File: src/rtl/imm_gen_pipe.sv
// Multi-lane RISC-V immediate generator for decode. Each accepted beat becomes a registered
// output beat, and a one-entry skid keeps full throughput while the consumer stalls.
module imm_gen_pipe #(
  parameter int unsigned XLEN  = 32,
  parameter int unsigned LANES = 1,
  parameter int unsigned TAG_W = 4,
  parameter int unsigned CNT_W = 16
) (
  input  logic                     clk,
  input  logic                     rst,
  input  logic                     flush,
  input  logic                     in_valid,
  output logic                     in_ready,
  input  logic [32*LANES-1:0]      in_inst,
  input  logic [TAG_W-1:0]         in_tag,
  output logic                     out_valid,
  input  logic                     out_ready,
  output logic [XLEN*LANES-1:0]    out_imm,
  output logic [3*LANES-1:0]       out_fmt,
  output logic [TAG_W-1:0]         out_tag,
  output logic [CNT_W-1:0]         unsup_cnt
);

  localparam int unsigned IMM_W = XLEN * LANES;
  localparam int unsigned FMT_W = 3 * LANES;
  localparam int unsigned SUM_W = CNT_W + 3;
  localparam logic [CNT_W-1:0] CNT_MAX = {CNT_W{1'b1}};

  // Base opcodes; the matrix ld/st group sits in the custom-0 slot
  localparam logic [6:0] op_itype_l = 7'b0000011;
  localparam logic [6:0] op_itype_a = 7'b0010011;
  localparam logic [6:0] op_itype_j = 7'b1100111;
  localparam logic [6:0] op_stype   = 7'b0100011;
  localparam logic [6:0] op_btype   = 7'b1100011;
  localparam logic [6:0] op_utype_l = 7'b0110111;
  localparam logic [6:0] op_utype_u = 7'b0010111;
  localparam logic [6:0] op_jtype   = 7'b1101111;
  localparam logic [6:0] op_mtype   = 7'b0001011;
  localparam logic [2:0] m_ld       = 3'b000;
  localparam logic [2:0] m_st       = 3'b001;

  localparam logic [2:0] fmt_none = 3'd0;
  localparam logic [2:0] fmt_i    = 3'd1;
  localparam logic [2:0] fmt_s    = 3'd2;
  localparam logic [2:0] fmt_b    = 3'd3;
  localparam logic [2:0] fmt_u    = 3'd4;
  localparam logic [2:0] fmt_j    = 3'd5;
  localparam logic [2:0] fmt_mld  = 3'd6;
  localparam logic [2:0] fmt_mst  = 3'd7;

  // Returns {fmt, imm sign-extended to 32 bits}; widening to XLEN happens per lane
  function automatic logic [34:0] decode_lane(input logic [31:0] inst);
    logic [2:0]  fmt;
    logic [31:0] imm;
    fmt = fmt_none;
    imm = '0;
    case (inst[6:0])
      op_itype_l, op_itype_a, op_itype_j: begin
        fmt = fmt_i;
        imm = {{20{inst[31]}}, inst[31:20]};
      end
      op_stype: begin
        fmt = fmt_s;
        imm = {{20{inst[31]}}, inst[31:25], inst[11:7]};
      end
      op_btype: begin
        fmt = fmt_b;
        imm = {{19{inst[31]}}, inst[31], inst[7], inst[30:25], inst[11:8], 1'b0};
      end
      op_utype_l, op_utype_u: begin
        fmt = fmt_u;
        imm = {inst[31:12], 12'b0};
      end
      op_jtype: begin
        fmt = fmt_j;
        imm = {{11{inst[31]}}, inst[31], inst[19:12], inst[20], inst[30:21], 1'b0};
      end
      op_mtype: begin
        if (inst[14:12] == m_ld) begin
          fmt = fmt_mld;
          imm = {{20{inst[31]}}, inst[31:20]};
        end else if (inst[14:12] == m_st) begin
          fmt = fmt_mst;
          imm = {{20{inst[31]}}, inst[31:25], inst[11:7]};
        end
      end
      default: ;
    endcase
    return {fmt, imm};
  endfunction

  logic [IMM_W-1:0] dec_imm;
  logic [FMT_W-1:0] dec_fmt;
  logic [LANES-1:0] lane_bad;
  logic [2:0]       n_bad;

  for (genvar k = 0; k < LANES; k++) begin : g_lane
    logic [34:0] r;
    assign r                        = decode_lane(in_inst[32*k +: 32]);
    assign dec_imm[XLEN*k +: XLEN]  = XLEN'($signed(r[31:0]));
    assign dec_fmt[3*k +: 3]        = r[34:32];
    assign lane_bad[k]              = (r[34:32] == fmt_none);
  end

  always_comb begin
    n_bad = '0;
    for (int k = 0; k < LANES; k++) n_bad = n_bad + 3'(lane_bad[k]);
  end

  logic             accept;
  logic [SUM_W-1:0] cnt_sum;
  logic [CNT_W-1:0] cnt_next;

  assign accept   = in_valid & in_ready;
  assign cnt_sum  = SUM_W'(unsup_cnt) + SUM_W'(n_bad);
  assign cnt_next = (cnt_sum > SUM_W'(CNT_MAX)) ? CNT_MAX : CNT_W'(cnt_sum);

  logic             skid_valid;
  logic [IMM_W-1:0] skid_imm;
  logic [FMT_W-1:0] skid_fmt;
  logic [TAG_W-1:0] skid_tag;

  // Output reg + skid reg; in_ready always mirrors an empty skid
  always_ff @(posedge clk) begin
    if (rst) begin
      out_valid  <= 1'b0;
      out_imm    <= '0;
      out_fmt    <= '0;
      out_tag    <= '0;
      skid_valid <= 1'b0;
      skid_imm   <= '0;
      skid_fmt   <= '0;
      skid_tag   <= '0;
      in_ready   <= 1'b1;
      unsup_cnt  <= '0;
    end else begin
      if (accept) unsup_cnt <= cnt_next;
      if (flush) begin
        out_valid  <= 1'b0;
        skid_valid <= 1'b0;
        in_ready   <= 1'b1;
      end else if (!out_valid || out_ready) begin
        if (skid_valid) begin
          out_valid  <= 1'b1;
          out_imm    <= skid_imm;
          out_fmt    <= skid_fmt;
          out_tag    <= skid_tag;
          skid_valid <= 1'b0;
          in_ready   <= 1'b1;
        end else begin
          out_valid <= accept;
          if (accept) begin
            out_imm <= dec_imm;
            out_fmt <= dec_fmt;
            out_tag <= in_tag;
          end
        end
      end else if (accept) begin
        skid_valid <= 1'b1;
        skid_imm   <= dec_imm;
        skid_fmt   <= dec_fmt;
        skid_tag   <= in_tag;
        in_ready   <= 1'b0;
      end
    end
  end

endmodule

File: config.mk
export PLATFORM = sky130hd
export DESIGN_NAME = imm_gen_pipe
export DESIGN_NICKNAME = d
export VERILOG_FILES = /design/src/rtl/imm_gen_pipe.sv
export SDC_FILE = /design/constraint.sdc
export NUM_CORES = 1
export LEC_CHECK = 0
export ABC_CLOCK_PERIOD_IN_PS = 5780
export BUFFER_PORTS_ARGS = -buffer_cell sky130_fd_sc_hd__buf_2
export CORE_ASPECT_RATIO = 1.2
export CORE_MARGIN = 3
export CORE_UTILIZATION = 60
export CTS_BUF_LIST = sky130_fd_sc_hd__clkbuf_4
export DETAILED_ROUTE_END_ITERATION = 8
export PLACE_DENSITY = 0.95
export SLEW_MARGIN = 10
export SYNTH_ARGS = -nofsm -noshare
export SYNTH_HDL_FRONTEND = slang
export SYNTH_SLANG_ARGS = --single-unit
File: constraint.sdc
create_clock -name clk -period 5.78 [get_ports clk]
set_input_delay 1.156 -clock clk [delete_from_list [all_inputs] [get_ports clk]]
set_output_delay 1.156 -clock clk [all_outputs]
set_load 0.005 [all_outputs]
==> run_results.csv <==
group,metric,value,unit
outcome,status,"completed",
timing,maxSlewHeadroom,26.81,%
global_routing,overflow,0,
worst_setup_path,cp.arrival,4.08,ns
worst_setup_path,path_delay_family,"simple AND/OR/NAND/NOR gates",
worst_hold_path,hp-class,"register to register",
drt,via_per_inst,6.414,
clocking,max-clock-path-buffers,2,
power,power_leakage,1.900,nW
timing,rsz0062_at_grt,"no",
synthesis,synthTopCellsByCount,"dfxtp_1 (97), nand2_1 (61), nor2_1 (55)",
clocking,cts_tree,"built",
worst_setup_path,crit_type,"input port to register",
timing,setup_viol,0,
synthesis,synth_top_cells_by_area,"dfxtp_1 (44%), nand2_1 (5.2%), nor2_1 (4.6%)",
clocking,cts.sinks,97,
synthesis,postSynthCellCount,513,
drt,vias,4336,
floorplan,rows,33,
global_routing,grt_pass1_wl,18940,µm
worst_setup_path,cp_common_cell,"ha_1",
clocking,cts_root_buf,"clkbuf_4",
drt,drc,0,
clocking,path_clk_slew,0.14,ns
worst_setup_path,cp_data_required_time,6.18,ns
timing,tightestPinTransition,1.096,ns
worst_setup_path,crit_path_cell_trace,"buf_2 -> and4b_1 -> o21ai_1 -> nand3_2 -> nor2_1 -> ha_1 -> ha_1 -> nand3_1 -> nor4_4 -> nand2_1 -> a31oi_1",
clocking,ctsHoldBuffers,0,
synthesis,synth_edf_count,0,
power,powerDensity,252.9,nW/µm²
timing,finalWorstPathRequiredPeriod,3.680,ns
worst_setup_path,cp.buffers_inverters,1,
drt,antenna_left,0,
layout,antenna_cells,0,
clocking,clk_latency,0.46,ns
drt,wl_per_cell,17.32,µm
timing,worst_slack,2.100,ns
place,place.gp.congestion,1.022,
drt,dr.pass1.iters,5,
clocking,cts_setup_buffers,0,
timing,finalCritPeriodShare,63.67,%
layout,final_nets,627,
global_routing,grt_max_degree,100,
drt,wl,11710,µm
worst_setup_path,max_stage_delay,0.37,ns
clocking,cts.htree.levels,3,
timing,drv_slew,0,
synthesis,syn_area,4441,µm²
floorplan,die_area,8473,µm²
synthesis,synth_seq_cells,97,
layout,drive_above_1_share,24.11,%
power,peakVddDrop,0.1992,mV
clocking,postCtsResizedCells,0,
synthesis,synth_flop_cell,"dfxtp_1",
worst_setup_path,endpoint_kind,"register",
synthesis,syn_avg_cell_area,8.656,µm²
drt,drt_iter0_markers,444,
synthesis,synth.yosys.seq_area_share,43.73,%
synthesis,synth.most_common_cell,"dfxtp_1",
floorplan,initial_core_util,63.26,%
synthesis,synthArstFlopShare,0,%
global_routing,grt_usage,27.52,%
timing,setup_tns,0,ns
floorplan,core,7019,µm²
synthesis,syn_nets,556,
floorplan,die_w,84.53,µm
layout,synthToLayoutAreaGrowth,14.17,%
worst_setup_path,critPathLaunchType,"input port",
place,port_buffers,97,
job,cap_violations,0,
clocking,cts_buffers,9,
global_routing,antenna_found_initial,0,
global_routing,grt_pass1_vias,4080,
timing,fmax,271.7,MHz
worst_setup_path,cp_max_fo,12,
timing,hold_violations,0,
place,dp_slack,1.682,ns
synthesis,yosys.area.top_type,"dfxtp_1",
place,dp_hpwl,8016,µm
synthesis,synth_cell_types,57,
timing,skew,0.01317,ns
worst_setup_path,slowest_stage,"nand2_1",
floorplan,die_h,100.2,µm
floorplan,pin_count,98,
synthesis,synth_top_area_share,43.73,%
synthesis,ys.warnings.count,0,
## path summary, 6_finish.rpt
path | startpoint | end | slack, ns | depth (start not counted)
setup reg to reg | skid_valid | out_imm[23] | 2.87 | 5
hold reg to reg | out_fmt[1] | out_fmt[1] | 0.46 | 2
setup / recovery | in_inst[4] | unsup_cnt[13] | 2.10 | 11
hold / removal | out_fmt[1] | out_fmt[1] | 0.46 | 2
## cells in the final DEF, fill, tap and decap left out, types with 2 or more instances in the layout
cell and instances:
a211oi_2 10, buf_2 96, and3_1 3, a221o_1 4
nor2_1 55, clkbuf_4 9, nand2b_1 4, a2111oi_2 6
o32ai_1 2, nand3_1 17, nand2_1 61, a31oi_1 6
nor4_1 4, xnor2_1 3, nor3b_1 5, dfxtp_1 97
o21ai_0 26, ha_1 2, or3_1 12, nor3_1 14
a21oi_2 2, a211oi_1 27, o21ai_1 2, a21oi_1 35
inv_1 4, xor2_1 6, a21boi_0 4, buf_4 4
nand3b_1 2, nand3_2 2, inv_6 2, o211ai_1 2
bufinv_16 3, mux2i_1 13, and2_1 2, nand4_1 7
a221oi_1 13
## metrics by stage
step / util, % / total power [mW] / hold slack [ns] / instances / cell area (µm²)
floorplan: - / 0.7908 / 0.4275 / 513 / 4441
global placement: 69.61 / 0.8361 / 0.4344 / 660 / 4886
detailed placement: 69.61 / 0.8425 / 0.4431 / 660 / 4886
CTS: 72.23 / 1.279 / 0.4618 / 676 / 5070
global route: 72.23 / 1.319 / 0.4857 / 676 / 5070
finish: 72.23 / 1.282 / 0.4593 / 676 / 5070
## state kept, by name, indices dropped and copies added (netlist names)
register	flops
out_valid	1
skid_tag	4
out_tag	4
unsup_cnt	16
skid_fmt	3
skid_imm	32
in_ready	1
skid_valid	1
out_imm	32
out_fmt	3
## power breakdown
part	switching (mW)	leakage, nW	internal, mW
Clock	0.232	0.0983	0.220
Combinational	0.0815	1.01	0.0502
Sequential	0.0112	0.787	0.688
Total	0.324	1.90	0.958
## per-layer routing
metal / wire, µm / vias to the layer above / global-route usage (%)
li1: - / 2023 / -
met1: 4428 / 2040 / 32.45
met2: 5803 / 224 / 45.81
met3: 1059 / 49 / 6.814
met4: 418 / 0 / 15.23
met5: 0 / - / 0
## worst reg2reg max path, stage by stage (launching register included)
cell      delay, ns
dfxtp_1        1.08
a21oi_1        0.22
or3_1          0.77
or3_1          0.48
o21ai_0        0.15
a211oi_2       0.08
## cell type report
class | count | area (µm²)
multi-input combinational | 372 | 2310
fill | 512 | 1949
sequential | 97 | 1942
timing repair buffer | 100 | 510.5
clock inverter | 7 | 116.4
tap | 87 | 108.9
clock buffer | 9 | 67.56
inverter | 4 | 15.01
## kinds of logic (layout without fill, tap and decap cells)
kind of cell	count (synthesis)	after routing	synth area share [%]
AND/OR/NAND/NOR	203	203	22.77
AO/OA/AOI/OAI	145	145	23.73
flip-flops	97	97	43.73
buffers and inverters	44	120	4.508
multiplexers	13	13	2.930
XOR/XNOR	9	9	1.775
adder cells (fa/ha/maj)	2	2	0.5634
Power figures use the tool's default switching activity.
